[src/rtl/uart_rx_ctl_param.sv]
// uart_rx_ctl_param: parametrised UART RX deframer. It handles 5-9 data bits,
// none/even/odd parity and 1-2 stop bits. It consumes synchronised RXD plus a
// per-bit oversampling tick.
// Ports: i_clk, i_rst (async low), i_baud_en, i_rx -> o_rx_data,
// o_rx_vld (1-cycle pulse), o_par_err, o_frm_err, o_busy.
// Build option UART_RX_MAJORITY_VOTE_EN: 2-of-3 vote on every bit sample.
module uart_rx_ctl_param #(
  parameter int DATA_BITS   = 8,
  parameter int OVERSAMPLE  = 16,
  parameter int PARITY_MODE = 0,
  parameter int STOP_BITS   = 1
) (
  input  logic                 i_clk,
  input  logic                 i_rst,
  input  logic                 i_baud_en,
  input  logic                 i_rx,
  output logic [DATA_BITS-1:0] o_rx_data,
  output logic                 o_rx_vld,
  output logic                 o_par_err,
  output logic                 o_frm_err,
  output logic                 o_busy
);

  localparam int CW = $clog2(OVERSAMPLE);
  localparam int BW = $clog2(DATA_BITS);
  localparam logic [CW-1:0] HALF = CW'(OVERSAMPLE / 2 - 1);
  localparam logic [CW-1:0] FULL = CW'(OVERSAMPLE - 1);
  localparam logic [CW-1:0] C1   = CW'(1);
  localparam logic [BW-1:0] B1   = BW'(1);
  localparam logic [BW-1:0] LAST = BW'(DATA_BITS - 1);

  if (PARITY_MODE < 0 || PARITY_MODE > 2 ||
      DATA_BITS < 5 || DATA_BITS > 9 ||
      STOP_BITS < 1 || STOP_BITS > 2 ||
      OVERSAMPLE < 8 || OVERSAMPLE > 32 ||
      (OVERSAMPLE % 2) != 0) begin : g_bad_cfg
    $error("uart_rx_ctl_param: illegal parameter set");
  end

  typedef enum logic [2:0] {
    S_IDLE, S_START, S_DATA, S_PAR, S_STOP
  } state_e;

  state_e               state_q, state_d;
  logic [CW-1:0]        cnt_q, cnt_d;
  logic [BW-1:0]        bit_q, bit_d;
  logic                 stop_q, stop_d;
  logic [DATA_BITS-1:0] data_q, data_d;
  logic                 par_q, par_d;
  logic                 perr_q, perr_d;
  logic                 frm_q, frm_d;
  logic                 fin_q, fin_d;
  logic                 vld_q, vld_d;
  logic                 pe_q, pe_d;
  logic                 fe_q, fe_d;
  logic                 reload;
  logic                 bit_s;
  logic                 spt;
  logic                 last_stop;

  assign spt       = i_baud_en && (cnt_q == '0);
  assign last_stop = (STOP_BITS == 1) | stop_q;

`ifdef UART_RX_MAJORITY_VOTE_EN
  localparam logic [CW-1:0] C2 = CW'(2);
  logic [1:0] vote_q, vote_d;
  // Samples at counter 2 and 1 are held; counter 0 votes with live i_rx.
  assign bit_s = (vote_q[1] & vote_q[0]) |
                 (vote_q[1] & i_rx) |
                 (vote_q[0] & i_rx);
`else
  assign bit_s = i_rx;
`endif

  always_ff @(posedge i_clk or negedge i_rst) begin
    if (!i_rst) state_q <= S_IDLE;
    else        state_q <= state_d;
  end

  always_comb begin
    state_d = state_q;
    if (i_baud_en) begin
      unique case (state_q)
        S_IDLE:  if (!i_rx) state_d = S_START;
        S_START: if (spt) state_d = bit_s ? S_IDLE : S_DATA;
        S_DATA:  if (spt && bit_q == LAST)
                   state_d = (PARITY_MODE != 0) ? S_PAR : S_STOP;
        S_PAR:   if (spt) state_d = S_STOP;
        S_STOP:  if (spt && last_stop) state_d = S_IDLE;
        default: state_d = S_IDLE;
      endcase
    end
  end

  always_comb begin
    cnt_d  = cnt_q;
    bit_d  = bit_q;
    stop_d = stop_q;
    data_d = data_q;
    par_d  = par_q;
    perr_d = perr_q;
    frm_d  = frm_q;
    fin_d  = 1'b0;
    reload = 1'b0;
    // Frame result surfaces one cycle after the final stop sample.
    vld_d  = fin_q;
    pe_d   = fin_q & perr_q;
    fe_d   = fin_q & frm_q;
    if (i_baud_en) begin
      if (state_q != S_IDLE && cnt_q != '0) cnt_d = cnt_q - C1;
      unique case (state_q)
        S_IDLE: if (!i_rx) begin
          cnt_d  = HALF;
          par_d  = 1'b0;
          perr_d = 1'b0;
          frm_d  = 1'b0;
          reload = 1'b1;
        end
        S_START: if (spt && !bit_s) begin
          cnt_d  = FULL;
          bit_d  = '0;
          reload = 1'b1;
        end
        S_DATA: if (spt) begin
          data_d[bit_q] = bit_s;
          par_d  = par_q ^ bit_s;
          cnt_d  = FULL;
          bit_d  = bit_q + B1;
          stop_d = 1'b0;
          reload = 1'b1;
        end
        S_PAR: if (spt) begin
          if (PARITY_MODE == 1) perr_d = par_q ^ bit_s;
          else                  perr_d = ~(par_q ^ bit_s);
          cnt_d  = FULL;
          reload = 1'b1;
        end
        S_STOP: if (spt) begin
          if (!bit_s) frm_d = 1'b1;
          if (last_stop) begin
            fin_d = 1'b1;
          end else begin
            cnt_d  = FULL;
            stop_d = 1'b1;
            reload = 1'b1;
          end
        end
        default: ;
      endcase
    end
  end

`ifdef UART_RX_MAJORITY_VOTE_EN
  always_comb begin
    vote_d = vote_q;
    if (i_baud_en && state_q != S_IDLE) begin
      if (cnt_q == C2) vote_d[1] = i_rx;
      if (cnt_q == C1) vote_d[0] = i_rx;
    end
    if (reload) vote_d = '0;
  end

  always_ff @(posedge i_clk or negedge i_rst) begin
    if (!i_rst) vote_q <= '0;
    else        vote_q <= vote_d;
  end
`endif

  always_ff @(posedge i_clk or negedge i_rst) begin
    if (!i_rst) begin
      cnt_q  <= '0;
      bit_q  <= '0;
      stop_q <= 1'b0;
      data_q <= '0;
      par_q  <= 1'b0;
      perr_q <= 1'b0;
      frm_q  <= 1'b0;
      fin_q  <= 1'b0;
      vld_q  <= 1'b0;
      pe_q   <= 1'b0;
      fe_q   <= 1'b0;
    end else begin
      cnt_q  <= cnt_d;
      bit_q  <= bit_d;
      stop_q <= stop_d;
      data_q <= data_d;
      par_q  <= par_d;
      perr_q <= perr_d;
      frm_q  <= frm_d;
      fin_q  <= fin_d;
      vld_q  <= vld_d;
      pe_q   <= pe_d;
      fe_q   <= fe_d;
    end
  end

  always_comb begin
    o_busy    = (state_q != S_IDLE);
    o_rx_data = data_q;
    o_rx_vld  = vld_q;
    o_par_err = pe_q;
    o_frm_err = fe_q;
  end

endmodule

[config.mk]
export PLATFORM = sky130hd
export DESIGN_NAME = uart_rx_ctl_param
export DESIGN_NICKNAME = d
export VERILOG_FILES = /design/src/rtl/uart_rx_ctl_param.sv
export SDC_FILE = /design/constraint.sdc
export NUM_CORES = 1
export LEC_CHECK = 0
export CAP_MARGIN = 20
export CORE_AREA = 2 2 60 62
export CTS_CLUSTER_DIAMETER = 30
export DETAILED_ROUTE_END_ITERATION = 12
export DIE_AREA = 0 0 62 64
export HOLD_SLACK_MARGIN = 0.02
export PLACE_DENSITY = 0.67
export REMOVE_ABC_BUFFERS = 1
export SETUP_SLACK_MARGIN = 0.2
export SYNTH_ARGS = -nofsm -noshare
export SYNTH_HDL_FRONTEND = slang
export SYNTH_SLANG_ARGS = --single-unit
[constraint.sdc]
create_clock -name i_clk -period 1.7 [get_ports i_clk]
set_input_delay 0.255 -clock i_clk [delete_from_list [all_inputs] [get_ports i_clk]]
set_output_delay 0.255 -clock i_clk [all_outputs]
set_load 0.005 [all_outputs]
==> results of run 1 <==
==> repair_timing <==
action                     CTS  global route
resized for setup           40            30
pin swaps                   10             9
buffers inserted             8             4
setup endpoints to repair   20            30
==> area by class of cell <==
cell class | instances | area [um^2] | share of cell area
Clock buffer | 3 | 22.52 | 0.01112
Multi-Input combinational cell | 89 | 818.3 | 0.4040
Inverter | 5 | 18.77 | 0.009265
Timing Repair Buffer | 53 | 475.5 | 0.2347
Clock inverter | 1 | 5.005 | 0.002471
Sequential cell | 25 | 628.1 | 0.3101
Tap cell | 46 | 57.56 | 0.02841
==> registers in the layout, summed over array words and instances, names as in the netlist <==
register / count
frm_q: 1
o_par_err: 1
bit_q: 3
cnt_q: 4
o_rx_vld: 1
o_frm_err: 1
perr_q: 1
state_q: 3
o_rx_data: 8
fin_q: 1
par_q: 1
==> final timing paths <==
kind,from,to,depth (start not counted)
min in group i_clk,fin_q$_DFF_PN0_,o_rx_vld$_DFF_PN0_,0
max in group asynchronous,i_rst,state_q[1]$_DFFE_PN0P_,2
worst min register to register,fin_q$_DFF_PN0_,o_rx_vld$_DFF_PN0_,0
worst min-delay path,i_rst,o_rx_data[5]$_DFFE_PN0P_,2
worst max-delay path,state_q[1]$_DFFE_PN0P_,state_q[2]$_DFFE_PN0P_,5
worst max register to register,state_q[1]$_DFFE_PN0P_,state_q[2]$_DFFE_PN0P_,5
==> routing by layer <==
metal | track usage | vias up | wire, um
li1 | - | 551 | -
met1 | 0.2290 | 587 | 1459
met2 | 0.3034 | 36 | 1759
met3 | 0.02024 | 9 | 123
met4 | 0.08511 | 0 | 91
met5 | 0 | - | 0
==> cell families (layout without fill, tap and decap cells) <==
kind of cell / Yosys count / count (layout) / synth area share
compound gates: 30 / 30 / 0.1478
fa+ha+maj: 4 / 4 / 0.03941
xor+xnor: 4 / 4 / 0.02759
flops: 25 / 25 / 0.4926
buf+inv: 11 / 62 / 0.03447
mux: 6 / 6 / 0.05320
simple gates: 45 / 45 / 0.2049
==> power by group through the flow <==
stage          logic [uW]  clock network (uW)  registers, uW
3_3_place_gp          718                   0            800
4_1_cts              1000                 277            793
5_1_grt              1220                 324            804
6_report             1130                 282            792
2_1_floorplan         368                   0            814
3_5_place_dp          747                   0            810
==> cell usage in the layout (no fill, tap or decap), types with 2 or more instances in the layout <==
master	instances
sky130_fd_sc_hd__o21ai_1	4
sky130_fd_sc_hd__inv_1	2
sky130_fd_sc_hd__a31oi_1	2
sky130_fd_sc_hd__inv_2	2
sky130_fd_sc_hd__nand4_1	3
sky130_fd_sc_hd__nor2_1	6
sky130_fd_sc_hd__and2_1	2
sky130_fd_sc_hd__buf_4	32
sky130_fd_sc_hd__nand2b_1	2
sky130_fd_sc_hd__buf_6	7
sky130_fd_sc_hd__nor4_4	3
sky130_fd_sc_hd__nor2_2	3
sky130_fd_sc_hd__o21ai_0	3
sky130_fd_sc_hd__nand3_4	2
sky130_fd_sc_hd__nor3_4	2
sky130_fd_sc_hd__clkbuf_4	3
sky130_fd_sc_hd__o31ai_2	3
sky130_fd_sc_hd__dfrtp_2	2
sky130_fd_sc_hd__mux2_4	5
sky130_fd_sc_hd__a21oi_2	4
sky130_fd_sc_hd__nor3_1	2
sky130_fd_sc_hd__nand2_1	9
sky130_fd_sc_hd__nor2b_1	2
sky130_fd_sc_hd__clkdlybuf4s50_1	6
sky130_fd_sc_hd__a21oi_1	3
sky130_fd_sc_hd__dfrtp_1	23
sky130_fd_sc_hd__xor2_1	3
sky130_fd_sc_hd__ha_1	3
sky130_fd_sc_hd__dlymetal6s2s_1	7
sky130_fd_sc_hd__nor3_2	2
sky130_fd_sc_hd__o21ai_2	3
==> through the flow <==
step | hold slack [ns] | instances | util | power (uW)
after floorplan | -0.04059 | 119 | - | 1182
after global placement | 0.3921 | 206 | 0.5017 | 1518
after detailed placement | 0.3971 | 206 | 0.5017 | 1557
after CTS | 0.2984 | 218 | 0.5764 | 2074
after global routing | 0.2801 | 222 | 0.6168 | 2350
final | 0.2709 | 222 | 0.6168 | 2202
==> metrics list, run 1 <==
- Clock tree synthesis inserted a total of 3 buffers.
* Library cell contributing the largest single delay on the critical path: sky130_fd_sc_hd__dfrtp_2
- Net count reported at finish: 185
* Minimum setup slack among reg-to-reg paths: -0.08 ns
- The final layout contains routed wiring with a total length of 3434 um.
- Number of flops mapped to enable cells by yosys: 0
- Clock tree synthesis selected as its root buffer the cell sky130_fd_sc_hd__clkbuf_4.
- Leftover overflow at the end of global routing: 0
* Hold-fix buffers, CTS: 0
* Combined buffer and inverter count along the critical path: 2
- The later pin in the worst-skew pair is clocked with a latency of 0.33 ns.
* Number of top-level pins: 16
- Result of the run: finished, violations left
- The die covers 3968 um^2.
- Avg Synthesized Cell Area: 10.16 um^2
- Pwr/cell area: 1087 nW/um^2
* DRC violation total after the first TritonRoute iteration: 72
- Detailed Place HPWL: 2192 um
- For this design the total switching power over the nets is 822.8 uW.
- Initial antenna violation count: 0
- Wire length of the first global-routing pass: 5492 um
- Clock tree synthesis found a total of 25 sinks.
- By count the netlist is led by 25 x sky130_fd_sc_hd__dfrtp_1, 10 x sky130_fd_sc_hd__o21ai_0, 9 x sky130_fd_sc_hd__nand2_1, 9 x sky130_fd_sc_hd__nor2_1, 7 x sky130_fd_sc_hd__a21oi_1.
- Switching share of total power: 0.3736
* Launching element type of the critical path: flop
* Fin crit share: 1.046
* RSZ-0062 raised after global routing: yes
- Part of the power in the clock network: 0.128
- Most area-hungry cell type in the Yosys netlist: sky130_fd_sc_hd__dfrtp_1
- Gate Count Post-Synth: 125
* Post-layout worst setup margin: -0.07768 ns
- The final reports fail on setup timing.
* Data required time of the critical path: 1.94 ns
* Series of cell instances along the critical path: buf_4, buf_4, nor2_1, a221o_1, mux2_4
- IO buf count: 15
- Prevailing post-synth register cell: sky130_fd_sc_hd__dfrtp_1
- Final Hold Violating Endpoints: 0
* Vertical die dimension: 64 um
* Sequential cell fraction of total power: 0.360
- Internal: 1380 uW
* Transition time at the pin with the least slew margin: 0.4500 ns
* Post-synthesis register bit count: 25
- Critical path capture point type: flop
- Setup TNS: -0.1133 ns
- The finished cells cover 2026 um^2.
* Post-synth top area share: 0.4926
* Number of library cell types mapped by synthesis: 39
- In this run the tightest slew margin relative to its limit is 0.6989.
* WS Path Type: flop to flop
- Most numerous cell in the Yosys netlist: sky130_fd_sc_hd__dfrtp_1
- Of the cells placed in the final design, the portion with a size suffix greater than 1 is 0.4716.
- Routability congestion estimate: 0.8205
- On the worst path, the slowest cell contributes a delay of 0.45 ns.
- In this run the number of H-tree levels came out at 1.
* Sequential element share of the synthesized area: 0.4926
* Via count of the first global-routing pass: 1208
* Area growth from synthesis to layout: 59.51%
- Std-Cell Core Area: 3284 um^2
- The repair_antennas step left the layout with diodes totalling 0.
- Number of remaining DRC errors: 0
* Worst slack, placed: -0.1388 ns
* Global-route usage over all layers: 0.1830
* Worst-path clk slew: 0.14 ns
- The Yosys step of the flow raised 0 warnings.
- Min-delay worst type: input pin to asynchronous set/reset pin
- Number of optimization iterations in the first detailed-route pass: 4
- Post-synthesis async set-or-reset flop share: 1.000
- VDD sags by at most 611.6 uV.
* Via count: 1183
* Clock tree from TritonCTS: built
- Average detailed-routed wire length per instance: 15.47 um
- The share of total power dissipated in combinational logic is 0.512.
- In this run the horizontal extent of the chip is 62 um.
- By area the synthesized netlist is led by sky130_fd_sc_hd__dfrtp_1 49%, sky130_fd_sc_hd__ha_1 3.9%, sky130_fd_sc_hd__o21ai_0 3.9%, sky130_fd_sc_hd__a21oi_1 2.8%, sky130_fd_sc_hd__nand2_1 2.7%.
- The routed design could run at a clock period as short as 1.778 ns.
* Vias per cell: 5.329
- In this run the static leakage power is 0.0009930 uW.
* Post-route antenna net violation count: 0
* Cell family with the largest share of critical-path delay: flip-flops
* Post-synthesis instance area: 1270 um^2
* Most frequent CP cell: sky130_fd_sc_hd__buf_4
- The initial utilization of the core area, before any placement, comes to 0.3867.
- Highest achievable clock rate: 562.5 MHz
- In this run the worst path has a maximum fanout of 5.
* Number of standard-cell rows in the floorplan: 21
- Number of fill cells in the layout: 233
- Clock Tree Buf Depth: 2
- The tool flagged a number of max-cap violations equal to 0.
- The placed instances occupy a cell area of 1648 um^2.
* Final number of max-transition violations: 0
* Final count of negative-setup-slack endpoints: 5
* Final worst clock skew: 0.003742 ns
- Pin count of the biggest net entering global routing: 26
* Arrival @ worst endpoint: 2.02 ns
No activity file was read; power rests on OpenSTA's default activity.
==> run 2, diff against run 1 <==
Settings changed: ABC_CLOCK_PERIOD_IN_PS set to 1700.
==> results of run 2 <==
Same layout as run 1: the final DEF is identical, and so are final timing and power.
==> run 3, diff against run 2 <==
Settings changed: PLACE_DENSITY 0.67 to not set, PLACE_DENSITY_LB_ADDON set to 0.08, RECOVER_POWER set to 50.
==> run 3 against run 2 <==
Critical path depth up 2. Register-to-register slack better by 0.02 ns. Wire length is 5.5% lower. Global-route usage hardly changed. Flip-flop and latch count stayed put. Non-clock buffer count rose by 4. The flow still finishes with violations (setup timing). Sequential power shrank 2%. Worst setup slack gained 0.018 ns. Clock power decreased by 1%. Hold slack gained 0.14 ns.
==> metrics list, run 3 (synthesis gave the netlist of run 1 again) <==
- Result of the run: finished, violations left
- The final reports fail on setup timing.
* Via count of the first global-routing pass: 1151 (-4.7%)
- The highest clock frequency the design can meet is 568.2 MHz (+1.0%).
- The horizontal die dimension was 62 um (unchanged).
- The maximum number of pins on one net before global-route repair came to 26 (unchanged).
* Most common cell after layout, fill and taps aside: sky130_fd_sc_hd__buf_4
- The number of filler cells placed in the layout is 278 (+19%).
- The worst hold path begins at fin_q$_DFF_PN0_.
* Vias per cell: 5.111 (-4.1%)
- The number of buffers inserted by port buffering is 15 (unchanged).
- Clock tree root buffer cell: sky130_fd_sc_hd__clkbuf_4
- The peak fanout along the critical path came to 6 (+1).
* H-tree depth: 1 (unchanged)
- DRC violation total after the first TritonRoute iteration: 34 (-53%)
- Tracing the worst setup path back leads to its startpoint at cnt_q[0]$_DFFE_PN0P_.
- WHS: 0.4083 ns (+0.1374 ns)
* Number of standard-cell rows in the floorplan: 21 (unchanged)
- The tightest slew margin relative to the limit came to 0.5765 (-0.1224).
- Share of total power in combinational logic: 0.506 (-0.006)
- The largest buffer count on any clock path was 2 (unchanged).
- Hold-fix buffers, CTS: 0 (unchanged)
* RSZ-0062 raised after global routing: yes
* Pwr/cell area: 1077 nW/um^2 (-0.97%)
- Library cell contributing the largest single delay on the critical path: sky130_fd_sc_hd__dfrtp_1
* Number of top-level pins: 16 (unchanged)
- Power consumption: 2141 uW (-2.8%)
- The number of cells in the finished layout apart from fillers is 226 (+1.8%).
- From synthesis to final layout, the design area changed by 56.55%.
- Num CTS Buffers: 3 (unchanged)
* Post-route antenna net violation count: 0 (unchanged)
- Part of the power in the clock network: 0.130 (+0.002)
- The internal power consumption came to 1377 uW (-0.16%).
* Post-detailed-routing wire length: 3246 um (-5.5%)
- The vertical extent of the die was 64 um (unchanged).
* Setup TNS: -0.2680 ns (-0.1547 ns)
- Share of layout cells above drive strength 1: 0.3944 (-0.07715)
* Cell family with the largest share of critical-path delay: simple AND/OR/NAND/NOR gates
- The switching power as a share of total power was 0.3565 (-0.01706).
* Data required time of the critical path: 1.94 ns (about the same)
- The count of buffer and inverter cells on the critical path came to 2 (unchanged).
- The setup-violating endpoint count in the final report came to 7 (+2).
* Sequential cell fraction of total power: 0.364 (+0.004)
* Post-layout worst setup margin: -0.05987 ns (+0.01781 ns)
- The first-pass GRT wire length was 5333 um (-2.9%).
- Series of cell instances along the critical path: inv_2, ha_4, nor3b_4, buf_6, nand3_4, nor3_4, mux2_4
- The arrival time of the worst setup path was 2.00 ns (-0.02 ns).
- Net count reported at finish: 189 (+2.2%)
- Final worst clock skew: 0.004665 ns (+0.0009236 ns)
- Fin crit share: 1.035 (-0.01048)
- Transition time at the pin with the least slew margin: 0.6352 ns (+0.1852 ns)
- Leftover overflow at the end of global routing: 0 (unchanged)
* Std-Cell Core Area: 3284 um^2 (unchanged)
- The global router's overall resource usage came to 0.1833 (+0.0003349).
- Number of remaining DRC errors: 0 (unchanged)
- The path class of the tightest hold or removal check is flop to flop.
- Static power due to leakage: 0.001025 uW (+3.2%)
- Launching element type of the critical path: flop
- The worst setup path is of the flop to flop kind.
- Via count: 1155 (-2.4%)
- The maximum ir drop on the vdd rail came to 752.1 uV (+23%).
* Detailed Place HPWL: 2106 um (-3.9%)
* Clock tree from TritonCTS: built
* Number of optimization iterations in the first detailed-route pass: 4 (unchanged)
- Number of flip-flops under the largest register name: 8 (unchanged)
- The count of clock tree sinks was 25 (unchanged).
- The cell count after placement came to 206 (unchanged).
- Initial antenna violation count: 0 (unchanged)
* Worst slack, placed: -0.1584 ns (-0.01956 ns)
- Average detailed-routed wire length per instance: 14.36 um (-7.1%)
- The die area was 3968 um^2 (unchanged).
* Max-cap violation count: 0 (unchanged)
- Clk_lat worst skew: 0.33 ns (about the same)
* Final Hold Violating Endpoints: 0 (unchanged)
- Worst-path clk slew: 0.14 ns (about the same)
- Most frequent cells in the layout: 31 x sky130_fd_sc_hd__buf_4, 25 x sky130_fd_sc_hd__dfrtp_1, 11 x sky130_fd_sc_hd__buf_6, 9 x sky130_fd_sc_hd__nand2_1
- The weighted congestion at the end of routability-driven global placement was 0.8341 (+1.7%).
- STA classifies the critical path endpoint as a flop.
* Final number of max-transition violations: 0 (unchanged)
- Delay of the slowest cell on the worst path: 0.41 ns (-0.04 ns)
- Initial core utilization: 0.3867 (unchanged)
* FF-to-FF Start: cnt_q[0]$_DFFE_PN0P_
- The switching power was 763.2 uW (-7.2%).
* Final Critical Period: 1.760 ns (-0.01781 ns)
- The number of antenna cells inserted is 0 (unchanged).
## run 3: changes by cell type in the layout (fill, tap and decap cells not counted), sizes merged
| cell | before | now |
|---|---|---|
| clkdlybuf4s50 | 6 | 5 |
| clkbuf | 3 | 5 |
| clkinv | 2 | 1 |
| dlygate4sd2 | 1 | 0 |
| dlygate4sd3 | 0 | 1 |
| buf | 39 | 42 |
| dlymetal6s2s | 7 | 8 |
## run 3: routing by layer
metal  global-route usage  share of wire  vias up
met1               0.2513           0.47      567
li1                     -              -      564
met5                    0              0        -
met2               0.2786           0.48       17
met4              0.07713          0.018        0
met3              0.03239          0.028        7
## run 3: through the flow
step,util,instance area [um^2]
after global placement,0.5017,1648
after floorplan,-,1245
after global routing,0.6053,1988
after detailed placement,0.5017,1648
after CTS,0.5733,1883
final,0.6053,1988
## run 3: what timing repair did
action,in CTS,in global routing
setup endpoints to repair,23,31
endpoints found under the hold margin,0,0
pin swaps,17,11
setup buffers,9,7
gates resized for setup,39,18
## run 3: path summary, 6_finish.rpt
path | endpoint | slack (ns) | cells past startpoint
hold reg to reg | o_rx_vld$_DFF_PN0_ | 0.41 | 0
setup / recovery | o_rx_data[4]$_DFFE_PN0P_ | -0.06 | 7
max in group asynchronous | state_q[1]$_DFFE_PN0P_ | 0.85 | 2
hold / removal | o_rx_vld$_DFF_PN0_ | 0.41 | 0
setup reg to reg | o_rx_data[4]$_DFFE_PN0P_ | -0.06 | 7
min in group asynchronous | o_rx_data[3]$_DFFE_PN0P_ | 0.44 | 2
## run 3: cell type report
class	instances	area (um^2)	share of cell area
multi-input combinational	89	738.2	0.3713
sequential	25	625.6	0.3147
timing repair buffer	57	521.8	0.2624
tap	46	57.56	0.02895
clock buffer	4	26.28	0.01322
inverter	5	18.77	0.009440
## run 3: power by group through the flow
stage / Sequential [uW] / Combinational (uW) / Clock [uW]
floorplan: 814 / 368 / 0
global placement: 791 / 741 / 0
detailed placement: 793 / 748 / 0
CTS: 780 / 985 / 283
global route: 793 / 1180 / 322
finish: 780 / 1080 / 278
